$ cat src/rtl/teclado_fifo_reg.sv
// Keyboard scancode FIFO with a 32-bit status/data word for the processor.
// Holds up to DEPTH scancodes so fast typing is not lost between processor reads.
module teclado_fifo_reg #(
  parameter int DATA_W = 8,
  parameter int DEPTH  = 8
) (
  input  logic              CLK,
  input  logic              RESET,
  input  logic              WE_Teclado,
  input  logic [DATA_W-1:0] KEY_IN,
  input  logic              RD_Procesador,
  input  logic              WE_Procesador,
  input  logic [31:0]       IN,
  output logic [31:0]       OUT
);

  localparam int PTR_W = $clog2(DEPTH);
  localparam int CNT_W = PTR_W + 1;

  logic [DATA_W-1:0] mem [DEPTH];
  logic [PTR_W-1:0]  rd_ptr;
  logic [PTR_W-1:0]  wr_ptr;
  logic [CNT_W-1:0]  count;
  logic              overflow;

  logic empty;
  logic full;
  logic flush;
  logic clr_ovf;
  logic do_pop;
  logic do_push;
  logic ovf_set;
  logic unused_in;

  assign unused_in = ^IN[31:2];

  assign empty   = (count == '0);
  assign full    = (count == CNT_W'(DEPTH));
  assign flush   = WE_Procesador & IN[0];
  assign clr_ovf = WE_Procesador & IN[1];

  // A flush discards any same-cycle keyboard or processor traffic; a pop frees the slot for a push when full.
  assign do_pop  = RD_Procesador & ~empty & ~flush;
  assign do_push = WE_Teclado & (~full | do_pop) & ~flush;
  assign ovf_set = WE_Teclado & full & ~do_pop & ~flush;

  always_ff @(posedge CLK) begin
    if (do_push) begin
      mem[wr_ptr] <= KEY_IN;
    end
  end

  always_ff @(posedge CLK) begin
    if (RESET) begin
      rd_ptr <= '0;
      wr_ptr <= '0;
      count  <= '0;
    end else if (flush) begin
      rd_ptr <= '0;
      wr_ptr <= '0;
      count  <= '0;
    end else begin
      if (do_pop) begin
        rd_ptr <= rd_ptr + PTR_W'(1);
      end
      if (do_push) begin
        wr_ptr <= wr_ptr + PTR_W'(1);
      end
      case ({do_push, do_pop})
        2'b10:   count <= count + CNT_W'(1);
        2'b01:   count <= count - CNT_W'(1);
        default: count <= count;
      endcase
    end
  end

  // Setting overflow wins over a same-cycle clear request.
  always_ff @(posedge CLK) begin
    if (RESET) begin
      overflow <= 1'b0;
    end else if (ovf_set) begin
      overflow <= 1'b1;
    end else if (clr_ovf) begin
      overflow <= 1'b0;
    end
  end

  always_comb begin
    OUT        = '0;
    OUT[31]    = ~empty;
    OUT[30]    = overflow;
    OUT[29:24] = 6'(count);
    if (!empty) begin
      OUT[DATA_W-1:0] = mem[rd_ptr];
    end
  end

endmodule

$ cat config.mk
export PLATFORM = sky130hd
export DESIGN_NAME = teclado_fifo_reg
export DESIGN_NICKNAME = d
export VERILOG_FILES = /design/src/rtl/teclado_fifo_reg.sv
export SDC_FILE = /design/constraint.sdc
export NUM_CORES = 1
export LEC_CHECK = 0
export BUFFER_PORTS_ARGS = -buffer_cell sky130_fd_sc_hd__buf_2
export CAP_MARGIN = 20
export CORE_MARGIN = 3
export CORE_UTILIZATION = 35
export CTS_BUF_LIST = sky130_fd_sc_hd__clkbuf_16
export DETAILED_ROUTE_END_ITERATION = 7
export HOLD_SLACK_MARGIN = 0.15
export PLACE_DENSITY_LB_ADDON = 0.15
export SYNTH_ARGS = -nofsm -noshare
export SYNTH_HDL_FRONTEND = slang
export SYNTH_SLANG_ARGS = --single-unit
$ cat constraint.sdc
create_clock -name CLK -period 2.7 [get_ports CLK]
set_input_delay 0.405 -clock CLK [delete_from_list [all_inputs] [get_ports CLK]]
set_output_delay 0.405 -clock CLK [all_outputs]
set_load 0.01 [all_outputs]
==> metrics.csv <==
stage,metric,value,unit
layout,FF/Latch Area,0.00220,mm^2
drt,1st-iter DRT viols,41,
setup_path,Worst EP arrival,2.63,ns
global_routing,initial antenna violation count,0,
placement,Post-DP HPWL,3840,um
setup_path,r2r setup slk,0.33,ns
sta,Setup Skew,0.00788,ns
yosys,sequential fraction of the synthesis area,66.0,%
placement,Placed Area,0.00365,mm^2
yosys,"Async S/R FF share, synth",0,%
yosys,post-synthesis cell area,0.00333,mm^2
yosys,largest area contributor in the netlist,edfxtp_1,
setup_path,crit path kind,register to register,
cts,H-tree Lvls,3,
layout,area of the multi-input gates,0.00102,mm^2
cts,clk buf depth,2,
global_routing,GRT Residual Overflow,0,
min_path,Hold Path Depth,2,
cts,CTS tree,done,
sta,final hold violations,0,
cts,Clock Sinks,78,
floorplanning,DIE AREA,0.0107,mm^2
floorplanning,num rows,34,
yosys,Syn Area/Cell,16.2,um^2
cts,CTS Buf Count,9,
yosys,Yosys warning count,0,
layout,ant diodes,0,
layout,fillers,829,
flow_run,max-cap violations,0,
setup_path,Worst Path Required,2.96,ns
cts,"Clk pin slew, worst setup/hold paths",0.06,ns
cts,hold buffer count at CTS,0,
min_path,hold path endpoint,overflow,
layout,nets,301,
placement,"number of placed instances, taps included",366,
global_routing,largest net degree at the start of global routing,17,
cts,"Setup Fix Bufs, Post-CTS",0,
placement,routability cong.,0.688,
sta,Setup TNS,0,ns
sta,"Period Utilization, post-route",87.7,%
cts,CTS root buf,clkbuf_16,
setup_path,RR Endpoint,count[2],
yosys,most frequent cell after synthesis,edfxtp_1,
min_path,Hold WC Path Type,primary input to register,
sta,Worst Max-Slew Pin Slew,0.596,ns
setup_path,Worst setup EP type,register,
setup_path,Critical Path Start Type,register,
pwr,maximum vdd drop,0.000362,V
setup_path,worst r2r path cells,10,
layout,cell area after layout,0.00394,mm^2
floorplanning,die height,104,um
sta,RSZ-0062 raised after global routing,false,
floorplanning,Initial Util,37.1,%
cts,worst skew pair latency,0.33,ns
yosys,Post-synth top flop,edfxtp_1,
layout,fin cells,382,
layout,share of cells above drive strength 1,33.2,%
sta,fmax,422,MHz
yosys,Gate Count Post-Synth,206,
drt,Post-route DRC,0,
drt,total wire length,6010,um
sta,Max Slew Vio Count,0,
yosys,Yosys cell types,33,
drt,Vias per Instance,4.56,
drt,via count,1742,
sta,hold slack,0.259,ns
pwr,total power,2.78,mW
global_routing,overall routing resource usage,11.8,%
floorplanning,Die Span X,104,um
yosys,Synth top area share,57.6,%
setup_path,Crit Path Max Fanout,8,
drt,TritonRoute pass-1 iters,4,
global_routing,vias in the first global route,1753,
setup_path,RR Startpoint,count[2],
drt,post-route ant nets,0,
floorplanning,core area,0.00898,mm^2
floorplanning,I/O pin total,77,
global_routing,first-pass GRT wire length,9590,um
pwr,PwrDens,707,mW/mm^2
yosys,#FFs+latches synth,78,
yosys,number of synthesized flops with an enable pin,64,
placement,Port Buf Inserts,28,
outcome,status,"complete, no violations",
sta,Final Setup Violations,0,
pwr,Leak Pwr,1.40,nW
sta,Final Critical Period,2.37,ns
min_path,hold wc startpoint,RESET,
yosys,largest cells by area after synthesis,"edfxtp_1 (58%), mux4_2 (11%), dfxtp_1 (8.4%), buf_4 (5.0%), mux2i_1 (3.3%)",
yosys,most instantiated cells after synthesis,"edfxtp_1 (64), buf_4 (22), nor2_1 (19), mux4_2 (16), dfxtp_1 (14)",
cts,post-cts sizing count,0,
sta,relative slew slack,60.2,%
layout,Syn-to-layout area delta,18.0,%
drt,wire per inst,15.7,um
[cell type report]
class	instances	share of cell area, %
clock buffer	9	5.72
multi-input combinational	115	25.9
timing repair buffer	45	6.80
clock inverter	7	1.46
sequential	78	55.9
tap	126	4.01
inverter	2	0.191
[registers in the layout (all words and copies together) (netlist names), named ones only]
| signal | count |
|---|---|
| wr_ptr | 3 |
| rd_ptr | 3 |
| count | 4 |
| overflow | 1 |
| mem | 64 |
[metrics by stage]
step	utilization, %	setup WS, ns
3_5_place_dp	40.7	0.338
3_3_place_gp	40.7	0.320
5_1_grt	43.9	0.0965
2_1_floorplan	-	0.278
4_1_cts	43.9	0.331
6_report	43.9	0.331
[per-layer routing]
layer / vias up / global-route usage, % / part of all wire (%)
met3: 9 / 3.05 / 4.3
met5: - / 0 / 0
met2: 45 / 18.7 / 48
met1: 848 / 15.4 / 46
li1: 840 / - / -
met4: 0 / 5.13 / 1.7
[report_power, final]
group / switching (mW) / internal [mW]
Clock: 0.495 / 0.635
Combinational: 0.174 / 0.136
Sequential: 0.0151 / 1.33
[worst max-delay path, cell delays in order (launching register included)]
cell and delay, ns:
dfxtp_1 0.39, nor3_1 0.47, a31oi_4 0.15, inv_1 0.12, ha_1 0.20, xor2_1 0.16
ha_1 0.16, a21oi_1 0.05, xor2_1 0.15, or3_1 0.31, a21oi_1 0.13
[worst max path at each step]
| stage | startpoint | endpoint | slack (ns) |
|---|---|---|---|
| 2_1_floorplan | count[1] | count[2] | 0.28 |
| 3_3_place_gp | IN[0] | count[2] | 0.32 |
| 3_5_place_dp | IN[0] | count[2] | 0.34 |
| 4_1_cts | count[2] | count[2] | 0.33 |
| 5_1_grt | count[2] | count[2] | 0.1 |
| 6_report | count[2] | count[2] | 0.33 |
[cells by family after synthesis]
| kind of cell | Yosys count | share of synthesized area (%) |
|---|---|---|
| AND/OR/NAND/NOR | 45 | 7.17 |
| adder cells (fa/ha/maj) | 5 | 1.88 |
| multiplexers | 27 | 14.1 |
| flip-flops | 78 | 66.0 |
| XOR/XNOR | 6 | 1.58 |
| buffers and inverters | 30 | 5.89 |
| other | 1 | 0.112 |
| AO/OA/AOI/OAI | 14 | 3.23 |
[cell usage in the layout, fill, tap and decap left out, drive strengths merged, types with 3 or more instances in the layout]
cell type | netlist | routed
a21oi | 6 | 6
buf | 25 | 45
clkbuf | 3 | 9
conb | 1 | 18
dfxtp | 14 | 14
edfxtp | 64 | 64
ha | 5 | 5
inv | 2 | 5
mux2i | 11 | 11
mux4 | 16 | 16
nand2 | 7 | 7
nor2 | 19 | 19
nor3 | 3 | 3
nor4b | 3 | 3
xor2 | 4 | 4
Note: power is estimated with default switching activity, not from simulation.
